### src/rtl/aes_pkg.sv
// aes_pkg: shared AES column-mixing constants, FSM state type and GF(2^8) xtime helper
// Contents: AES_POLY (reduction constant for x^8 = x^4+x^3+x+1), MODE_FWD/MODE_INV, state_t, xtime()
package aes_pkg;
  localparam logic [7:0] AES_POLY = 8'h1B;
  localparam logic MODE_FWD = 1'b0;
  localparam logic MODE_INV = 1'b1;
  typedef enum logic [1:0] {ST_IDLE, ST_CALC, ST_HOLD} state_t;
  function automatic logic [7:0] xtime(input logic [7:0] a);
    return {a[6:0], 1'b0} ^ (a[7] ? AES_POLY : 8'h00);
  endfunction
endpackage

### src/rtl/gf_mix_col.sv
// gf_mix_col: combinational (Inv)MixColumns of one 32-bit AES column
// Ports: i_col  - column in, row 0 in [31:24]
//        i_mode - MODE_FWD (02 03 01 01) or MODE_INV (0e 0b 0d 09)
//        o_col  - transformed column, same byte layout
module gf_mix_col
  import aes_pkg::*;
(
  input  logic [31:0] i_col,
  input  logic        i_mode,
  output logic [31:0] o_col
);
  logic [7:0] w_a  [4];
  logic [7:0] w_x2 [4];
  logic [7:0] w_x4 [4];
  logic [7:0] w_x8 [4];
  for (genvar i = 0; i < 4; i++) begin : g_byte
    assign w_a[i]  = i_col[31-8*i -: 8];
    assign w_x2[i] = xtime(w_a[i]);
    assign w_x4[i] = xtime(w_x2[i]);
    assign w_x8[i] = xtime(w_x4[i]);
  end
  for (genvar i = 0; i < 4; i++) begin : g_row
    // Inverse coefficients decompose as 0e=8^4^2, 0b=8^2^1, 0d=8^4^1, 09=8^1.
    logic [7:0] w_fwd, w_inv;
    assign w_fwd = w_x2[i] ^ w_x2[(i+1)%4] ^ w_a[(i+1)%4] ^ w_a[(i+2)%4] ^ w_a[(i+3)%4];
    assign w_inv = (w_x8[i] ^ w_x4[i] ^ w_x2[i])
                 ^ (w_x8[(i+1)%4] ^ w_x2[(i+1)%4] ^ w_a[(i+1)%4])
                 ^ (w_x8[(i+2)%4] ^ w_x4[(i+2)%4] ^ w_a[(i+2)%4])
                 ^ (w_x8[(i+3)%4] ^ w_a[(i+3)%4]);
    assign o_col[31-8*i -: 8] = (i_mode == MODE_INV) ? w_inv : w_fwd;
  end
endmodule

### src/rtl/mix_column_engine.sv
// mix_column_engine: iterative AES MixColumns/InvMixColumns over a 128-bit state
// Ports: clk, rst_n (async, active-low)
//        in_valid/in_ready/data_in/mode - block input handshake, mode 0 fwd / 1 inv
//        out_valid/out_ready/data_out   - result handshake, data held stable until taken
//        busy                           - engine not idle
module mix_column_engine
  import aes_pkg::*;
#(
  parameter int COLS_PER_CYCLE = 1,
  parameter bit REG_OUT = 1'b1
) (
  input  logic         clk,
  input  logic         rst_n,
  input  logic         in_valid,
  output logic         in_ready,
  input  logic [127:0] data_in,
  input  logic         mode,
  output logic         out_valid,
  input  logic         out_ready,
  output logic [127:0] data_out,
  output logic         busy
);
  localparam logic [1:0] LAST_BEAT = 2'(4 / COLS_PER_CYCLE - 1);
  state_t r_state, w_state_nx;
  logic [1:0] r_beat;
  logic [127:0] r_res, r_out, w_res_nx;
  logic r_mode, r_live, w_accept, w_last;
  int w_base;
  logic [31:0] w_col_in [COLS_PER_CYCLE];
  logic [31:0] w_col_out [COLS_PER_CYCLE];
  assign w_base   = int'(r_beat) * COLS_PER_CYCLE;
  assign w_last   = r_beat == LAST_BEAT;
  // r_live keeps in_ready low until the first clock edge after reset release.
  assign in_ready = r_live && r_state == ST_IDLE;
  assign w_accept = in_valid && in_ready;
  assign out_valid = r_state == ST_HOLD;
  assign busy      = r_state != ST_IDLE;
  assign data_out  = REG_OUT ? r_out : r_res;
  for (genvar j = 0; j < COLS_PER_CYCLE; j++) begin : g_col
    assign w_col_in[j] = r_res[127-32*(w_base+j) -: 32];
    gf_mix_col u_col (.i_col(w_col_in[j]), .i_mode(r_mode), .o_col(w_col_out[j]));
  end
  always_comb begin
    w_res_nx = r_res;
    for (int j = 0; j < COLS_PER_CYCLE; j++) w_res_nx[127-32*(w_base+j) -: 32] = w_col_out[j];
  end
  always_comb begin
    w_state_nx = r_state;
    if (r_state == ST_IDLE && w_accept) w_state_nx = ST_CALC;
    else if (r_state == ST_CALC && w_last) w_state_nx = ST_HOLD;
    else if (r_state == ST_HOLD && out_ready) w_state_nx = ST_IDLE;
  end
  always_ff @(posedge clk or negedge rst_n)
    if (!rst_n) r_state <= ST_IDLE;
    else r_state <= w_state_nx;
  always_ff @(posedge clk or negedge rst_n) begin
    if (!rst_n) begin
      r_live <= 1'b0;
      r_beat <= 2'd0;
      r_res  <= '0;
      r_out  <= '0;
      r_mode <= MODE_FWD;
    end else begin
      r_live <= 1'b1;
      if (w_accept) begin
        r_res  <= data_in;
        r_mode <= mode;
        r_beat <= 2'd0;
      end else if (r_state == ST_CALC) begin
        r_res  <= w_res_nx;
        r_beat <= w_last ? 2'd0 : r_beat + 2'd1;
        if (w_last) r_out <= w_res_nx;
      end
    end
  end
endmodule

### config.mk
export PLATFORM = sky130hd
export DESIGN_NAME = mix_column_engine
export DESIGN_NICKNAME = d
export VERILOG_FILES = /design/src/rtl/aes_pkg.sv /design/src/rtl/gf_mix_col.sv /design/src/rtl/mix_column_engine.sv
export SDC_FILE = /design/constraint.sdc
export NUM_CORES = 1
export LEC_CHECK = 0
export BUFFER_PORTS_ARGS = -buffer_cell sky130_fd_sc_hd__buf_2
export CORE_ASPECT_RATIO = 1.5
export CORE_MARGIN = 10
export CORE_UTILIZATION = 50
export DETAILED_ROUTE_END_ITERATION = 6
export PLACE_DENSITY_LB_ADDON = 0.05
export SYNTH_ARGS = -nofsm -noshare
export SYNTH_HDL_FRONTEND = slang
export SYNTH_HIERARCHICAL = 1
export SYNTH_SLANG_ARGS = --single-unit
### constraint.sdc
create_clock -name clk -period 3.5 [get_ports clk]
set_input_delay 0.175 -clock clk [delete_from_list [all_inputs] [get_ports clk]]
set_output_delay 0.175 -clock clk [all_outputs]
set_load 0.05 [all_outputs]
[After elaboration in Yosys (flattened, before gate mapping)]
Cells that the tools add are included.
Cells by class
  add/sub/neg operators: 3
  multiply operators: 0
  divide/modulo/power cells: 0
  $lt $le $gt $ge: 0
  equality and inequality tests: 3
  shifts and indexed selects: 3
  muxes and demuxes: 25
  bitwise operators: 65
  reduce and logical (&&, ||, !) cells: 10
Operators with widths (number)
  8-bit bitwise XOR: 64
  128-bit 2-to-1 mux: 2
  32-bit by 33-bit variable shift with 159-bit output (first input constant): 1
  159-bit by 8-bit variable part select with 32-bit output: 1
  32-bit by 33-bit variable part select with 159-bit output: 1
  128-bit bitwise mux: 1
  5-bit 2-to-1 mux: 12
  8-bit negation with 33-bit output: 1
  8-bit 2-to-1 mux: 4
  2-bit 2-to-1 mux: 6
  7-bit by 7-bit subtractor with 8-bit output (first input constant): 1
  1-bit logical AND: 5
  2-bit == test (second input constant): 2
  2-bit nonzero test: 2
  3-bit AND reduction: 1
  3-bit nonzero test: 1
  2-bit by 1-bit adder with 2-bit output (second input constant): 1
  2-bit by 1-bit == test with 1-bit output (second input constant): 1
  2-bit logical NOT: 1
  1-bit NOT: 1
Storage, ports and cells
  register bits after elaboration: 262
  latch bits: 0
  bits in writable memories: 0
  ROM bits: 0
  input bits: 133
  logic and storage cells: 115
  memories kept: 0

[Longest topological paths before layout]
  word-level depth: 18
  mapped depth: 12

[By module]
Netlist, hierarchy kept.
Modules (own cells, without submodules)
  mix_column_engine: instances 1, cells an instance 1560, area each 14337.5 sq um, seq. area each 6556.3 sq um
  gf_mix_col: instances 1, cells an instance 305, area each 3211.8 sq um, seq. area each 0.0 sq um

[Worst setup path after synthesis]
No wires, ideal clock.
  path kind: register to register
  start: reg r_beat[0]
  end: reg r_res[116]
  library setup time: 128 ps
  arrival time: 3574 ps
  setup slack: -202 ps
  cell stages (with the launch flop): 13
  buffers on the path: 4
  clock period less this slack: 3702 ps
  cell sequence: dfrtp_1 > buf_2 > buf_2 > mux4_2 > buf_4 > xor2_4 > xnor2_1 > xnor3_2 > mux2_1 > and4b_1 > clkbuf_2 > a311oi_1 > o31ai_1
RTL lines
  from (decl): line mix_column_engine.sv:25  | logic [1:0] r_beat;
  from (signal assigned): line mix_column_engine.sv:71  | r_beat <= w_last ? 2'd0 : r_beat + 2'd1;
  to (signal assigned): line mix_column_engine.sv:66  | r_res <= data_in;
  to (signal assigned): line mix_column_engine.sv:70  | r_res <= w_res_nx;
  to (decl): line mix_column_engine.sv:26  | logic [127:0] r_res, r_out, w_res_nx;

==> qor.csv <==
metric;value;unit
GPL Wtd Cong;0.996;
IO Port Bufs;263;
I/O Pins;264;
effective utilization at floorplan;50.3;%
worst slew pin tran;846;ps
Post-Place Cells;2534;
H-tree depth reported by CTS;1;
GR Util All Layers;30.6;%
RSZ-0062 raised after global routing;yes;
die height;249;um
Synthesis Warnings;6;
CTS tree;done;
Tmin final;3480;ps
Post-Syn Area;17500;sq um
clock buffer count from CTS;27;
Min-Delay Path Class;in -> reg;
Yosys reg bits;262;
Finished Layout Cells;2733;
vias in the first global route;16960;
Mean Syn Cell Area;9.41;sq um
CP Launch Type;flop;
Post-synth ARST share;100;%
Worst EP arrival;3910;ps
Rows;84;
Synth Area in Compound Gates;22.1;%
main combinational cell family by area after synthesis;compound AO/OA/AOI/OAI gates;
Finished Core Util;65.7;%
Final nets;2377;
Buf+Inv Stages, Crit Path;2;
vias;16708;
critical path class;reg -> reg;
Worst R2R End;r_res[116];
mux contribution to synthesized area;4.91;%
count of pins over their slew limit;0;
DR pass1 iterations;6;
Adder-Cell Fraction of Synth Area;0.285;%
status;complete, no violations;
synth cell count leaders;dfrtp_1 (262), o21ai_0 (225), nand2_1 (169), nor2_1 (142), nor2b_1 (131);
DIE WIDTH;173;um
Synth area leader;dfrtp_1;
vias per cell;6.11;
cells on worst reg2reg path;10;
global-route wire length before repair;105;mm
skew final;26.0;ps
max_cap viols;0;
critical-path maximum fanout;8;
drt first-iter violations;1537;
die footprint;43100;sq um
Mapped Nets;2002;
critical-path cell list;buf_12, mux4_2, xor2_4, xnor2_1, buf_4, xnor3_2, mux2_1, and4b_2, a311oi_2, o31ai_1;
Endpoint, Worst Hold;r_res[85];
Worst Hold Path Cells;3;
Fmax;287;MHz
layout cell share with drive strength beyond 1;27.8;%
synth top area cells;dfrtp_1 (37%), o21ai_0 (6.4%), a311oi_1 (6.4%);
Crit Reg-Reg Startpoint;r_beat[0];
core area;34900;sq um
prevailing post-synth register cell;dfrtp_1;
GR Overflow Total;0;
Synth Area in XOR/XNOR;15.5;%
Unique masters post-synth;47;
Layout area overhead;30.6;%
Max transition margin;43.6;%
largest net degree at the start of global routing;130;
internal reg-to-reg setup slack;20;ps
Fin. Hold Viols;0;
slowest library cell on the worst path;mux4_2;
Synth top area share;37.4;%
EDFF count, synth;0;
CP top delay family;multiplexers;
final WL;68.5;mm
Worst setup EP type;flop;
crit share post-route;99.6;%
setup violators final;0;
post-DP HPWL;46.7;mm
Hold Path Origin;data_in[85];
ANT nets after route;0;
Worst-path clk slew;60;ps
Clock Tree Buf Depth;3;
count leader, synth;dfrtp_1;
post-synthesis sequential area ratio;37.4;%
DRC viols;0;
Sink Count;262;
simple-gate share of the synthesized area;13.3;%
Mapped Cells;1865;
WL/cell;25.1;um
initial antenna violation count;1;
CP max stage delay;630;ps
CTS root buf;clkbuf_16;
Worst-Skew Late Latency;580;ps
Worst EP required;3930;ps
[layout make-up]
type	count	area (sq um)
Multi-Input combinational cell	1358	10400
Tap cell	473	592
Timing Repair Buffer	586	4470
Fill cell	2903	12000
Sequential cell	262	6560
Antenna cell	2	5.00
Clock inverter	10	109
Inverter	5	18.8
Clock buffer	37	783
[how the worst max path moves through the flow]
| stage | from | endpoint | slack, ps | cells after the start |
|---|---|---|---|---|
| 5_1_grt | r_beat[0] | r_res[99] | -120 | 12 |
| 4_1_cts | r_beat[0] | r_res[61] | -10 | 10 |
| 2_1_floorplan | r_beat[0] | r_res[109] | 3 | 12 |
| 3_3_place_gp | r_beat[0] | data_out[74] | -140 | 12 |
| 6_report | r_beat[0] | r_res[116] | 20 | 10 |
| 3_5_place_dp | r_beat[0] | r_res[124] | -140 | 11 |
[what timing repair did]
item | CTS | global route
buffers inserted | 7 | 14
gates cloned | 0 | 0
gates resized for setup | 20 | 62
endpoints found under the setup margin | 65 | 158
endpoints found under the hold margin | 216 | 0
hold buffers | 129 | 0
pin swaps | 10 | 33
[cell usage in the layout, fill, tap and decap left out, types with 4 or more instances in the layout]
master,netlist,routed
buf_12,0,29
o21ai_0,225,220
mux2i_1,13,12
xnor3_1,36,29
nand3_1,6,6
xnor3_2,1,8
buf_6,6,10
clkbuf_16,0,27
nand2_1,169,168
nand4_1,32,32
nor2b_1,131,128
o31ai_1,128,128
dlygate4sd3_1,0,129
a21oi_1,7,5
xnor2_1,128,99
xnor2_4,1,6
inv_1,5,5
ha_4,0,4
buf_4,20,155
mux4_2,32,32
a311oi_1,128,113
a311oi_2,0,15
o21ai_1,2,7
nor3_1,6,6
xor2_2,2,5
xor2_1,39,36
clkbuf_8,0,7
xor3_1,5,5
buf_2,67,262
xnor2_2,5,29
nor2_1,142,141
a31oi_1,96,93
dfrtp_1,262,259
clkinv_2,0,5
[registers in the layout, indices dropped and copies added (netlist names)]
signal and cells:
r_res 128, r_beat 2, r_live 1, r_state 2, r_mode 1, data_out 128
[stage by stage]
step / hold slack [ps] / instance area, sq um / setup TNS [ps] / setup WS, ps
5_1_grt: 19.5 / 22900 / -4300 / -118
3_5_place_dp: 251 / 20100 / -2510 / -145
6_report: 23.4 / 22900 / 0 / 15.1
4_1_cts: 0.482 / 22400 / -60.5 / -14.9
2_1_floorplan: -121 / 17600 / 0 / 3.32
3_3_place_gp: 261 / 20100 / -2360 / -140
[worst min-delay path, stage by stage]
cell and delay (ps):
buf_2 90, nor2_1 160, o31ai_1 100
[metal layers]
metal  vias to the layer above  global-route usage, %  wire, um
li1                       7479                      -         -
met1                      8316                   38.2     26600
met2                       778                   53.3     34900
met3                       133                   4.22      4510
met4                         2                   10.4      2490
met5                         -                      0         8
[cells by family (layout without fill, tap and decap cells)]
kind of cell / count (synthesis) / in the layout
buffers and inverters: 245 / 638
AND/OR/NAND/NOR: 496 / 496
XOR/XNOR: 223 / 223
flip-flops: 262 / 262
adder cells (fa/ha/maj): 4 / 4
multiplexers: 46 / 46
other: 1 / 3
AO/OA/AOI/OAI: 588 / 588
Power is not shown: default switching activity piles up to over one toggle a cycle in this logic, so the estimate is an artifact.
